===== config.mk =====
export PLATFORM = sky130hd
export DESIGN_NAME = seq_arith_core
export DESIGN_NICKNAME = d
export VERILOG_FILES = /design/src/rtl/seq_arith_core_pkg.sv /design/src/rtl/seq_arith_core_start_edge_det.sv /design/src/rtl/seq_arith_core.sv
export SDC_FILE = /design/constraint.sdc
export NUM_CORES = 1
export LEC_CHECK = 0
export BUFFER_PORTS_ARGS = -buffer_cell sky130_fd_sc_hd__clkbuf_2
export CAP_MARGIN = 30
export CORE_ASPECT_RATIO = 0.5
export CORE_MARGIN = 8
export CORE_UTILIZATION = 50
export CTS_CLUSTER_DIAMETER = 200
export DETAILED_ROUTE_END_ITERATION = 8
export GPL_TIMING_DRIVEN = 0
export MAX_ROUTING_LAYER = met4
export PLACE_DENSITY_LB_ADDON = 0.1
export SLEW_MARGIN = 20
export SYNTH_ARGS = -nofsm -noshare
export SYNTH_HDL_FRONTEND = slang
export SYNTH_SLANG_ARGS = --single-unit
export TNS_END_PERCENT = 5

===== constraint.sdc =====
create_clock -name clk -period 2.5 [get_ports clk]
set_clock_uncertainty 0.2 [all_clocks]
set_input_delay 0.375 -clock clk [delete_from_list [all_inputs] [get_ports clk]]
set_output_delay 0.375 -clock clk [all_outputs]
set_load 0.02 [all_outputs]

===== src/rtl/seq_arith_core_pkg.sv =====
// Shared constants for the sequential multiply/divide core:
// FSM state encodings and operation-mode values.
package seq_arith_core_pkg;

    localparam logic [1:0] STATE_IDLE = 2'd0;
    localparam logic [1:0] STATE_CALC = 2'd1;
    localparam logic [1:0] STATE_DONE = 2'd2;

    localparam logic MODE_DIV = 1'b0;
    localparam logic MODE_MUL = 1'b1;

endpackage


===== src/rtl/seq_arith_core_start_edge_det.sv =====
// Start-request conditioner. With START_EDGE = 1 it emits a one-cycle
// trig on each rising edge of start; with START_EDGE = 0 start passes
// straight through as a level. The history register always tracks start,
// so a level held across an operation never produces a second edge.
module start_edge_det #(
    parameter bit START_EDGE = 1'b1
) (
    input  logic clk,
    input  logic rst,
    input  logic start,
    output logic trig
);

    logic start_prev;

    // Remember last sampled start level for rising-edge detection.
    always_ff @(posedge clk) begin
        if (rst) begin
            start_prev <= 1'b0;
        end else begin
            start_prev <= start;
        end
    end

    assign trig = START_EDGE ? (start & ~start_prev) : start;

endmodule


===== src/rtl/seq_arith_core.sv =====
// Sequential unsigned multiply / restoring divide core sharing one
// accumulator, one shift register and one iteration counter.
// Handshake: a trigger sampled in IDLE captures a, b and mode; busy stays
// high through CALC and DONE; done pulses for one cycle as result and
// div_zero update, and result then holds until the next done.
module seq_arith_core
    import seq_arith_core_pkg::*;
#(
    parameter int W          = 4,
    parameter bit START_EDGE = 1'b1
) (
    input  logic           clk,
    input  logic           rst,
    input  logic           start,
    input  logic           mode,
    input  logic [W-1:0]   a,
    input  logic [W-1:0]   b,
    output logic [2*W-1:0] result,
    output logic           busy,
    output logic           done,
    output logic           div_zero,
    output logic [1:0]     fsm_state
);

    localparam int CW = $clog2(W + 1);

    logic [1:0]   state;
    logic         trig;
    logic [CW-1:0] cnt;
    logic [W-1:0] a_r;
    logic [W-1:0] b_r;
    logic         mode_r;
    logic [W:0]   acc;   // remainder (divide) / upper product half (multiply)
    logic [W-1:0] sh;    // dividend->quotient (divide) / multiplier->low product (multiply)

    logic [W:0]   trial;
    logic         div_ge;
    logic [W:0]   div_acc;
    logic [W-1:0] div_sh;
    logic [W:0]   mul_sum;
    logic [W:0]   mul_acc;
    logic [W-1:0] mul_sh;
    logic         zero_div;

    start_edge_det #(
        .START_EDGE (START_EDGE)
    ) u_start_edge_det (
        .clk   (clk),
        .rst   (rst),
        .start (start),
        .trig  (trig)
    );

    // One iteration of each algorithm, computed from the current registers.
    always_comb begin
        trial   = {acc[W-1:0], sh[W-1]};
        div_ge  = (trial >= {1'b0, b_r});
        div_acc = div_ge ? (trial - {1'b0, b_r}) : trial;
        div_sh  = {sh[W-2:0], div_ge};
        // acc[W] is always 0 between multiply iterations, so the sum fits W+1 bits.
        mul_sum = acc + (sh[0] ? {1'b0, a_r} : {(W+1){1'b0}});
        mul_acc = {1'b0, mul_sum[W:1]};
        mul_sh  = {mul_sum[0], sh[W-1:1]};
        zero_div = (mode_r == MODE_DIV) && (b_r == '0);
    end

    // Control FSM, operand capture, iteration and result publication.
    always_ff @(posedge clk) begin
        if (rst) begin
            state    <= STATE_IDLE;
            cnt      <= '0;
            a_r      <= '0;
            b_r      <= '0;
            mode_r   <= MODE_DIV;
            acc      <= '0;
            sh       <= '0;
            result   <= '0;
            done     <= 1'b0;
            div_zero <= 1'b0;
        end else begin
            done <= 1'b0;
            case (state)
                STATE_IDLE: begin
                    if (trig) begin
                        a_r    <= a;
                        b_r    <= b;
                        mode_r <= mode;
                        acc    <= '0;
                        sh     <= (mode == MODE_MUL) ? b : a;
                        cnt    <= CW'(W);
                        // A zero divisor has a fixed answer; skip the iterations.
                        if ((mode == MODE_DIV) && (b == '0)) begin
                            state <= STATE_DONE;
                        end else begin
                            state <= STATE_CALC;
                        end
                    end
                end
                STATE_CALC: begin
                    if (mode_r == MODE_MUL) begin
                        acc <= mul_acc;
                        sh  <= mul_sh;
                    end else begin
                        acc <= div_acc;
                        sh  <= div_sh;
                    end
                    cnt <= cnt - 1'b1;
                    if (cnt == CW'(1)) begin
                        state <= STATE_DONE;
                    end
                end
                STATE_DONE: begin
                    done     <= 1'b1;
                    div_zero <= zero_div;
                    if (zero_div) begin
                        result <= {a_r, {W{1'b1}}};
                    end else begin
                        result <= {acc[W-1:0], sh};
                    end
                    state <= STATE_IDLE;
                end
                default: begin
                    state <= STATE_IDLE;
                end
            endcase
        end
    end

    assign busy      = (state != STATE_IDLE);
    assign fsm_state = state;

endmodule


==> flow_summary.yaml <==
outcome:
  result_of_the_run: "finished clean"
logic_synthesis:
  syn_area_sq_mm: 0.00189
  synth_area_leaders: "sky130_fd_sc_hd__dfxtp_1 36%, sky130_fd_sc_hd__mux2i_1 6.9%, sky130_fd_sc_hd__ha_1 6.6%, sky130_fd_sc_hd__a21oi_1 5.6%, sky130_fd_sc_hd__nand2_1 5.6%"
  netlist.top_cell.by_area: "sky130_fd_sc_hd__dfxtp_1"
  synth-edff-count: 0
  synth_seq_area_share_pct: 36.1
  fraction_of_registers_with_async_set_reset_pct: 0
  net_count_after_synthesis: 246
  synth_seq_cells: 34
  post-synth-top-area-fraction_pct: 36.1
  synth_top_flop_cell: "sky130_fd_sc_hd__dfxtp_1"
  syn_avg_cell_area_sq_um: 8.49
  syn-instance-count: 222
  number_of_synthesis_warnings: 0
  yosys.cell_types.count: 35
setup_path:
  critPathLaunchType: "flop"
  worst_r2r_path_depth: 8
  worst-endpoint-required_ns: 2.46
  data_arrival_time_at_the_worst_slack_endpoint_ns: 2.25
  r2r_slack_ns: 0.21
  crit_path_max_fanout: 7
  crit-reg2reg-launch: "sh[0]"
  critical_path_class: "flop to flop"
  reg2reg_to: "acc[3]"
  worstSetupEndpointType: "flop"
grt:
  grt_pass1_vias: 1604
  grt_first_pass_wirelength_um: 7730
  grt_antenna_before_repair: 0
  globalRoute.totalOverflow: 0
  globalRouteTotalUtil_pct: 17.3
  grt_max_degree: 13
cts:
  clockRootBuffer: "sky130_fd_sc_hd__clkbuf_8"
  cts-buffers-inserted: 5
  clock_insertion_delay_worst_skew_ns: 0.29
  clk_pin_slew_ns: 0.07
  cts_setup_buffers: 0
  cts_hold_repair.buffers: 0
  total_clock_sinks: 34
  tritoncts: "built"
  clock_tree.buffer_depth: 2
  htree_num_levels: 2
  post_cts_resize_count: 0
finish:
  num_antenna_cells: 0
  final_area_sq_mm: 0.00220
  nNetsFinal: 275
  final_common_cell: "sky130_fd_sc_hd__dfxtp_1"
  drive_gt1_share_pct: 15.1
  most_used_cells_in_the_layout_excluding_fill_and_tap_cells: "34 x sky130_fd_sc_hd__dfxtp_1, 28 x sky130_fd_sc_hd__nand2_1, 23 x sky130_fd_sc_hd__nor2_1"
  flow.area_growth_from_synthesis_pct: 16.5
timing:
  unrepaired_setup_endpoints_after_global_routing: "no"
  finalHoldViolCount: 0
  setup_violations: 0
  clock.fmax_mhz: 437
  hold_ws_ns: 0.105
  final.period_utilization_pct: 91.4
  final_critical_delay_including_setup_and_external_delays_ns: 2.29
  final_critical_path_setup_slack_ns: 0.214
  fin_setup_tns_ns: 0
  worst-slew-pin-transition_ns: 0.629
  report.final.slew_viol_count: 0
  timing.max_slew.rel_slack_pct: 57.0
place:
  post-place-ws_ns: 0.241
  placed_area_sq_mm: 0.00206
  dp_hpwl_um: 3540
  port-buffer-count: 22
  place.gp.congestion: 0.850
pwr:
  power_per_cell_area_mw_per_mm2: 717
  total_leakage_power_uw: 0.000903
  design_power_total_uw: 1580
  power.ir.vdd_worst_uv: 334
die:
  core.rowCount: 15
  pin_count: 25
  die_x_um: 103
  core_area_sq_mm: 0.00353
  floorplan.initialDensity_pct: 53.4
  fp.dieArea_sq_mm: 0.00611
  die-height_um: 59.4
drt:
  dr.first_iter.drc_count: 106
  vias: 1648
  route.detailed.wl_per_inst_um: 15.3
  detailedRoute.firstPassIterationCount: 4
  drt.antenna.violating_nets: 0
  wirelength_um: 4650
  detail_route.drc_violations: 0
  number_of_vias_per_cell_after_detailed_routing: 5.44
flow_run:
  timing.max_cap.violations: 0
hold_path:
  whs_path_cells: 3
  min_to: "a_r[0]"
  hold_path_class: "input port to flop"
  hold_path_startpoint: "a[0]"
==> worst max-delay path, cell delays in order (launching register included) <==
cell and delay [ns]:
sky130_fd_sc_hd__dfxtp_1 0.38, sky130_fd_sc_hd__and2_1 0.17, sky130_fd_sc_hd__ha_1 0.21, sky130_fd_sc_hd__fa_1 0.41, sky130_fd_sc_hd__a21o_1 0.21, sky130_fd_sc_hd__a21oi_1 0.17
sky130_fd_sc_hd__xnor2_1 0.08, sky130_fd_sc_hd__a32oi_1 0.21, sky130_fd_sc_hd__o22ai_1 0.10
==> sequential cells by signal (all words and copies together) (netlist names) <==
signal,cells
u_start_edge_det.start_prev,1
fsm_state,2
cnt,3
result,8
div_zero,1
b_r,4
acc,5
a_r,4
mode_r,1
sh,4
done,1
==> how the worst max path moves through the flow <==
stage / start / to / slack, ns / cells after the start
finish: sh[0] / acc[3] / 0.21 / 8
CTS: sh[0] / acc[3] / 0.22 / 8
floorplan: acc[1] / acc[0] / 0.43 / 6
detailed placement: sh[0] / acc[3] / 0.24 / 8
global route: sh[0] / acc[3] / 0.11 / 8
global placement: sh[0] / acc[3] / 0.25 / 8
==> cells in the mapped netlist (4+ instances only) <==
cell	n
sky130_fd_sc_hd__nand2_1	28
sky130_fd_sc_hd__nor2b_1	4
sky130_fd_sc_hd__a21oi_1	21
sky130_fd_sc_hd__dfxtp_1	34
sky130_fd_sc_hd__nor3_1	13
sky130_fd_sc_hd__nor2_1	23
sky130_fd_sc_hd__clkbuf_1	10
sky130_fd_sc_hd__xnor2_1	4
sky130_fd_sc_hd__and2_1	5
sky130_fd_sc_hd__inv_1	10
sky130_fd_sc_hd__ha_1	10
sky130_fd_sc_hd__mux2i_1	13
sky130_fd_sc_hd__a211oi_1	12
==> metrics by stage <==
stage          utilization (%)  std cells
6_report                  62.3        303
2_1_floorplan                -        222
3_5_place_dp              58.4        295
5_1_grt                   62.3        303
3_3_place_gp              58.4        295
4_1_cts                   62.3        303
==> where the power goes <==
group	switching [uW]	internal (uW)	total (uW)
clock	222	400	622
combinational	199	140	338
sequential	39.5	577	616
total	460	1120	1580
==> cell type report <==
type | count | area [sq um]
timing repair buffer | 22 | 110
fill | 334 | 1330
multi-input combinational | 167 | 1120
tap | 51 | 63.8
inverter | 10 | 37.5
clock inverter | 3 | 68.8
buffer | 11 | 42.5
sequential | 34 | 681
clock buffer | 5 | 68.8
==> cells by family (layout without fill, tap and decap cells) <==
kind of cell	after synthesis	after routing	synth area share, %
xor gates and xnor gates	7	7	3.25
and+or+nand+nor	84	84	21.2
adders and majority gates	12	12	8.76
buffers and inverters	21	51	4.25
muxes	14	14	7.70
DFF	34	34	36.1
AOI/OAI and AO/OA	50	50	18.7
==> routing by layer <==
layer	wire length [um]	global-route usage (%)	share of wire (%)
met4	71	7.33	1.5
met5	0	-	0
met1	2340	22.7	50
met2	1940	24.5	42
met3	298	4.57	6.4
No activity file was read; power rests on OpenSTA's default activity.
